### src/rtl/pkg_divider.sv
// Shared types and constants for the restoring divider.
package pkg_divider;

   // Divider control states.
   typedef enum logic [1:0] {
      IDLE,
      CALC,
      DONE
   } state_t;

   // Widest operand the divide-by-zero quotient constant covers.
   localparam int unsigned MAX_WIDTH = 64;

   // Quotient reported for a divide by zero; sliced to the operand width by the user.
   localparam logic [MAX_WIDTH-1:0] DIV_ZERO_Q = '1;

   // Width of an iteration counter that must reach width-1.
   function automatic int unsigned cnt_width(input int unsigned width);
      return (width < 2) ? 1 : $clog2(width);
   endfunction

endpackage

### src/rtl/module_cla_subtractor.sv
// Carry look-ahead subtractor: diff = a - b computed as a + ~b + 1.
module module_cla_subtractor #(
   parameter int unsigned WIDTH = 9
) (
   input  logic [WIDTH-1:0] a_i,
   input  logic [WIDTH-1:0] b_i,
   output logic [WIDTH-1:0] diff_o,
   output logic             borrow_o
);

   logic [WIDTH-1:0] b_inv;
   logic [WIDTH-1:0] gen;
   logic [WIDTH-1:0] prop;
   logic [WIDTH:0]   carry;

   assign b_inv = ~b_i;
   assign gen   = a_i & b_inv;
   assign prop  = a_i ^ b_inv;

   // Each carry is the flattened look-ahead sum of products, carry-in fixed at 1.
   always_comb begin
      logic acc;
      logic term;
      carry    = '0;
      carry[0] = 1'b1;
      for (int i = 0; i < int'(WIDTH); i++) begin
         term = 1'b1;
         for (int k = 0; k <= i; k++) begin
            term = term & prop[k];
         end
         acc = term;
         for (int j = 0; j <= i; j++) begin
            term = gen[j];
            for (int k = j + 1; k <= i; k++) begin
               term = term & prop[k];
            end
            acc = acc | term;
         end
         carry[i+1] = acc;
      end
   end

   // A missing carry out of a + ~b + 1 means a < b.
   always_comb begin
      diff_o   = prop ^ carry[WIDTH-1:0];
      borrow_o = ~carry[WIDTH];
   end

endmodule

### src/rtl/module_restoring_divider.sv
// Iterative unsigned restoring divider, one quotient bit per clock.
module module_restoring_divider
   import pkg_divider::*;
#(
   parameter int unsigned DIV_WIDTH = 8
) (
   input  logic                 clk_i,
   input  logic                 rst_i,
   input  logic                 valid_i,
   output logic                 ready_o,
   input  logic [DIV_WIDTH-1:0] dividend_i,
   input  logic [DIV_WIDTH-1:0] divisor_i,
   output logic                 valid_o,
   input  logic                 ready_i,
   output logic [DIV_WIDTH-1:0] quotient_o,
   output logic [DIV_WIDTH-1:0] remainder_o,
   output logic                 div_by_zero_o
);

   localparam int unsigned CNT_WIDTH = cnt_width(DIV_WIDTH);
   localparam logic [CNT_WIDTH-1:0] LAST_CNT = CNT_WIDTH'(DIV_WIDTH - 1);

   state_t state_q, state_d;

   logic [DIV_WIDTH-1:0] rem_q, quo_q, divisor_q;
   logic [DIV_WIDTH-1:0] rem_next, quo_next;
   logic [DIV_WIDTH-1:0] quotient_q, remainder_q;
   logic                 dbz_q;
   logic [CNT_WIDTH-1:0] cnt_q;
   logic [DIV_WIDTH:0]   rem_shift, trial_diff;
   logic                 trial_borrow;
   logic                 last_iter;
   logic                 unused_diff_msb;

   // Shift the next dividend bit into the partial remainder; one spare bit avoids overflow.
   assign rem_shift = {rem_q, quo_q[DIV_WIDTH-1]};
   assign last_iter = (cnt_q == LAST_CNT);

   module_cla_subtractor #(
      .WIDTH(DIV_WIDTH + 1)
   ) u_trial_sub (
      .a_i     (rem_shift),
      .b_i     ({1'b0, divisor_q}),
      .diff_o  (trial_diff),
      .borrow_o(trial_borrow)
   );

   // A successful trial leaves diff < divisor, so its top bit is always zero.
   assign unused_diff_msb = trial_diff[DIV_WIDTH];

   // Keep the trial difference on success, otherwise restore the shifted remainder.
   always_comb begin
      rem_next = trial_borrow ? rem_shift[DIV_WIDTH-1:0] : trial_diff[DIV_WIDTH-1:0];
      quo_next = {quo_q[DIV_WIDTH-2:0], ~trial_borrow};
   end

   // State register.
   always_ff @(posedge clk_i) begin
      if (rst_i) begin
         state_q <= IDLE;
      end else begin
         state_q <= state_d;
      end
   end

   // Next-state logic.
   always_comb begin
      state_d = state_q;
      unique case (state_q)
         IDLE: begin
            if (valid_i) begin
               state_d = (divisor_i == '0) ? DONE : CALC;
            end
         end
         CALC: begin
            if (last_iter) begin
               state_d = DONE;
            end
         end
         DONE: begin
            if (ready_i) begin
               state_d = IDLE;
            end
         end
         default: state_d = IDLE;
      endcase
   end

   // Handshake and result outputs, all taken from registers.
   always_comb begin
      ready_o       = (state_q == IDLE);
      valid_o       = (state_q == DONE);
      quotient_o    = quotient_q;
      remainder_o   = remainder_q;
      div_by_zero_o = dbz_q;
   end

   // Datapath: operand capture, one iteration per CALC cycle, result load.
   always_ff @(posedge clk_i) begin
      if (rst_i) begin
         rem_q       <= '0;
         quo_q       <= '0;
         divisor_q   <= '0;
         cnt_q       <= '0;
         quotient_q  <= '0;
         remainder_q <= '0;
         dbz_q       <= 1'b0;
      end else begin
         unique case (state_q)
            IDLE: begin
               if (valid_i) begin
                  if (divisor_i == '0) begin
                     quotient_q  <= DIV_ZERO_Q[DIV_WIDTH-1:0];
                     remainder_q <= dividend_i;
                     dbz_q       <= 1'b1;
                  end else begin
                     divisor_q <= divisor_i;
                     quo_q     <= dividend_i;
                     rem_q     <= '0;
                     cnt_q     <= '0;
                  end
               end
            end
            CALC: begin
               rem_q <= rem_next;
               quo_q <= quo_next;
               cnt_q <= cnt_q + CNT_WIDTH'(1);
               if (last_iter) begin
                  quotient_q  <= quo_next;
                  remainder_q <= rem_next;
                  dbz_q       <= 1'b0;
               end
            end
            default: ;
         endcase
      end
   end

endmodule
### config.mk
export PLATFORM = sky130hd
export DESIGN_NAME = module_restoring_divider
export DESIGN_NICKNAME = d
export VERILOG_FILES = /design/src/rtl/pkg_divider.sv /design/src/rtl/module_cla_subtractor.sv /design/src/rtl/module_restoring_divider.sv
export SDC_FILE = /design/constraint.sdc
export NUM_CORES = 1
export LEC_CHECK = 0
export CAP_MARGIN = 40
export CORE_AREA = 2 2 75 77
export CTS_CLUSTER_DIAMETER = 50
export DETAILED_ROUTE_END_ITERATION = 6
export DIE_AREA = 0 0 77 79
export HOLD_SLACK_MARGIN = 0.05
export PLACE_DENSITY = 0.83
export SLEW_MARGIN = 20
export SYNTH_ARGS = -nofsm -noshare
export SYNTH_HDL_FRONTEND = slang
export SYNTH_HIERARCHICAL = 1
export SYNTH_SLANG_ARGS = --single-unit
### constraint.sdc
create_clock -name clk_i -period 2.47 [get_ports clk_i]
set_clock_uncertainty 0.15 [all_clocks]
set_input_delay 0.247 -clock clk_i [delete_from_list [all_inputs] [get_ports clk_i]]
set_output_delay 0.247 -clock clk_i [all_outputs]
set_load 0.01 [all_outputs]
== Word-level counts from Yosys, hierarchy flattened ==
Index checks and enable logic that the tools add are counted.
Storage, ports and cells
  register bits after elaboration: 46
  bits in writable memories: 0
  memories kept: 0
  logic and storage cells: 137
  ROM bits: 0
  bits in latches: 0
Cells by class
  shift-type cells: 0
  add/sub/neg operators: 1
  reductions and logical operators: 7
  mux-type cells: 27
  bitwise operators: 86
  magnitude comparators: 0
  eq/ne operators: 8
  divide/modulo/power cells: 0
  multiply operators: 0
Operators with widths (number)
  $mux W8: 11
  $pmux W8 S2: 4
  $and A1 B1 Y1: 44
  $or A1 B1 Y1: 37
  $and A9 B9 Y9: 1
  $not A8 Y9: 1
  $reduce_and A3 Y1: 3
  $xor A9 B9 Y9: 1
  $logic_not A8 Y1: 1
  $mux W2: 4
  $xor A8 B8 Y8: 1
  $mux W3: 2
  $ne A2 B2 Y1 const B: 3
  $pmux W2 S3: 1
  $pmux W3 S2: 1
  $ne A2 B1 Y1 const B: 2
  $reduce_and A4 Y1: 1
  $add A3 B1 Y3 const B: 1
  $eq A3 B3 Y1 const B: 1
  $mux W1: 3
  $eq A2 B1 Y1 const B: 1
  $eq A2 B2 Y1 const B: 1
  $logic_not A2 Y1: 1
  $pmux W1 S2: 1
  2 further kinds: 2

== Depth between registers and ports, before layout ==
  depth after elaboration: 22
  gate-level depth with buffers: 11

== Modules after synthesis ==
The synthesis kept the hierarchy.
Modules (own cells, without submodules)
  module_restoring_divider: instances 1, area an instance 2040.7 um^2, cells each 233, seq. area each 920.9 um^2
  module_cla_subtractor: instances 1, area an instance 399.1 um^2, cells each 53, seq. area each 0.0 um^2

== Worst setup path before layout ==
OpenSTA, ideal clock, no wires.
  path kind: reg2reg
  start: register quo_q[7]
  end: register remainder_q[0] (netlist: remainder_o[0])
  setup slack: -153 ps
  cell stages (with the launch flop): 12
  arrival time: 2337 ps
  required time: 2185 ps
  path through: dfxtp_1 inv_1 ha_1 o211ai_2 a21oi_2 o41a_1 nor2_1 clkbuf_1 mux2i_1 nor2_1 o21ai_0 a21oi_1
Between the ends
  word-level cells in the longest chain between the ends: 21
RTL lines
  start: declaration: RTL line module_restoring_divider.sv:25  | logic [DIV_WIDTH-1:0] rem_q, quo_q, divisor_q;
  start signal: assignment: RTL line module_restoring_divider.sv:118  | quo_q <= dividend_i;
  start signal: assignment: RTL line module_restoring_divider.sv:126  | quo_q <= quo_next;
  $xor A9 B9 Y9 / $and A9 B9 Y9 (equally long branches): RTL line module_cla_subtractor.sv:18, module_cla_subtractor.sv:17
  $and A1 B1 Y1, on equally long branches (2 in a row): RTL line module_cla_subtractor.sv:29, module_cla_subtractor.sv:35
  $and A1 B1 Y1 (2 in a row)
  $and A1 B1 Y1, on equally long branches
  $and A1 B1 Y1, on equally long branches (3 in a row): RTL line module_cla_subtractor.sv:29, module_cla_subtractor.sv:35
  $or A1 B1 Y1 (9 in a row): RTL line module_cla_subtractor.sv:37  | acc = acc | term;
  $mux W8 (*): RTL line module_restoring_divider.sv:53  | rem_next = trial_borrow ? rem_shift[DIV_WIDTH-1:0] : trial_diff[DIV_WIDTH-1:0];
  $mux W8 (*): RTL line module_restoring_divider.sv:128  | if (last_iter) begin
  $pmux W8 S2 (*): RTL line module_restoring_divider.sv:109  | unique case (state_q)
  end signal: assignment: RTL line module_restoring_divider.sv:114  | remainder_q <= dividend_i;
  end signal: assignment: RTL line module_restoring_divider.sv:130  | remainder_q <= rem_next;
  end: declaration: RTL line module_restoring_divider.sv:27  | logic [DIV_WIDTH-1:0] quotient_q, remainder_q;
Mark *: on every way between the ends. The rest lies on a longest branch, timed or not. The select of a mux whose other input is x is not followed.
A chain may end at the register's enable or synchronous reset.

== Worst setup path in the final report ==
  start: register quo_q[7]
  end: register remainder_q[5] (netlist: remainder_o[5])
The elaborated chain is that of the path after synthesis.

==> impl_metrics.yaml <==
status:
  outcome: "finished clean"
floorplanning:
  io_pins: 39
  dieArea_um2: 6083
  num_rows: 27
  fp.dieW_um: 77
  initial_utilization_pct: 45.31
  core_um2: 5338
  die_y_um: 79
final_layout:
  diodes: 0
  seq_area_um2: 929.6
  multi_input_area_um2: 1465
  area_growth_syn_to_layout_pct: 29.59
  nets: 361
  drive_above_1_share_pct: 20.61
  final_cell_mix: "nor2_1 (47), dfxtp_1 (39), clkdlybuf4s50_1 (38)"
  final_common_cell: "nor2_1"
  fillers: 457
drt:
  vias_per_cell: 5.532
  drtAntennaViolNets: 0
  vias: 2224
  routedWlPerCell_um: 14.67
  firstDrtPassIters: 4
  dr.first_iter.drc_count: 168
  drcViolationCount: 0
  wirelength_um: 5896
clock_network:
  cts_buffer_depth: 2
  root_buffer: "clkbuf_8"
  htreeDepth: 2
  clk_latency_ps: 310
  clkSlewWorstSetupHoldPaths_ps: 100
  cts_buffers: 5
  numClockSinks: 46
  cts_tree: "done"
setup_path:
  crit_fanout: 5
  max_stage_delay_ps: 340
  end_kind: "register"
  crit_chain: "buf_4 > ha_4 > o211ai_4 > a21oi_2 > o41a_1 > nor2_2 > buf_6 > mux2i_1 > nor2_1 > o21ai_1 > a21oi_1"
  startpoint_type: "register"
  crit_arrival_ps: 2380
  path_class: "register to register"
  cp.required_ps: 2490
  crit_path_top_delay_cell: "dfxtp_2"
timing:
  rsz0062_at_grt: "yes"
  finalMaxSlewViolations: 0
  hold_violations: 0
  relSlewSlack_pct: 50.05
  worst_slew_pin_slew_ps: 749.3
  min_period_ps: 2360
  fin_crit_sh_pct: 95.57
  hold_ws_ps: 330.9
  fmax_ghz: 0.4236
  setup_viol: 0
  timing.final.ws_setup_ps: 109.5
global_routing:
  grt_pass1_vias: 2100
  grt_max_degree: 47
  grt_pass1_wl_um: 9660
  grt_usage_pct: 19.79
  antenna_found_initial: 0
  overflow: 0
power_and_ir_drop:
  p_clk_share_pct: 28.2
  p_leak_nw: 1.197
  powerDensity_nw_per_um2: 543.7
  switchingPower_w: 0.0005186
  total_power_w: 0.001704
  swShare_pct: 30.43
  internal_power_w: 0.001185
  power_frac_comb_pct: 24.8
  worst_ir_drop_vdd_mv: 0.3163
  pwr-share-seq_pct: 47.0
job:
  cap_violations: 0
synthesis:
  syn-num-nets: 315
  avgSynthCellArea_um2: 8.546
  syn_area_um2: 2419
  netlist_instances: 283
  synth_warnings: 6
worst_hold_path:
  hp-class: "register to register"
placed_design:
  place.gp.congestion: 0.8299
  io_buffers: 38
  pre_cts_ws_ps: -40.51
  dp_hpwl_um: 4068
sequential cells by signal (all words and copies together) (netlist names):
signal / count
div_by_zero_o: 1
quotient_o: 8
remainder_o: 8
rem_q: 8
quo_q: 8
state_q: 2
divisor_q: 8
cnt_q: 3
through the flow:
stage | TNS, ps | std cells | util (%) | area, um2
2_1_floorplan | 0 | 283 | - | 2420
3_3_place_gp | 0 | 393 | 55.04 | 2938
3_5_place_dp | -91.46 | 393 | 55.04 | 2938
4_1_cts | 0 | 402 | 57.74 | 3082
5_1_grt | -31.51 | 402 | 58.72 | 3134
6_report | 0 | 402 | 58.72 | 3134
worst max-delay path: cells and delay by family (launching register included):
family	cells	cell delay, ps
AOI/OAI and AO/OA	5	850
adders and majority gates	1	170
buffers and inverters	2	300
DFF	1	340
muxes	1	180
and+or+nand+nor	2	230
repair_timing:
| item | in CTS | in global routing |
|---|---|---|
| pin swaps | 5 | 6 |
| cloned | 1 | 0 |
| setup endpoints to repair | 6 | 16 |
| setup buffers | 0 | 0 |
| resized for setup | 12 | 14 |
| hold buffers | 0 | 0 |
per-layer routing:
layer	wire length (um)	up-vias	share of wire, %	track usage, %
li1	-	1073	-	-
met1	2580	1057	44	25.02
met2	2832	75	48	33.07
met3	297	19	5.0	3.977
met4	186	0	3.2	8.393
met5	0	-	0	0
area by class of cell:
type,count,share of cell area [%]
multi-input combinational,209,46.75
sequential,46,29.66
timing repair buffer,55,16.33
clock buffer,5,2.196
tap,72,2.874
clock inverter,3,0.7585
inverter,12,1.437
power groups by stage:
| stage | Combinational [W] | Sequential (W) | Clock [W] |
|---|---|---|---|
| 2_1_floorplan | 0.000265 | 0.000807 | 0 |
| 3_3_place_gp | 0.000367 | 0.000812 | 0 |
| 3_5_place_dp | 0.000377 | 0.000813 | 0 |
| 4_1_cts | 0.000400 | 0.000797 | 0.000488 |
| 5_1_grt | 0.000461 | 0.000804 | 0.000514 |
| 6_report | 0.000423 | 0.000800 | 0.000481 |
path summary, 6_finish.rpt:
check	start	end	slack [ps]	cells after the start
worst max register to register	quo_q[7]$_SDFFE_PP0P_	remainder_o[5]$_SDFFE_PP0P_	110	11
worst min register to register	cnt_q[1]$_SDFFE_PP0P_	cnt_q[1]$_SDFFE_PP0P_	330	2
worst min-delay path	cnt_q[1]$_SDFFE_PP0P_	cnt_q[1]$_SDFFE_PP0P_	330	2
worst max-delay path	quo_q[7]$_SDFFE_PP0P_	remainder_o[5]$_SDFFE_PP0P_	110	11
No activity file was read; power rests on OpenSTA's default activity.
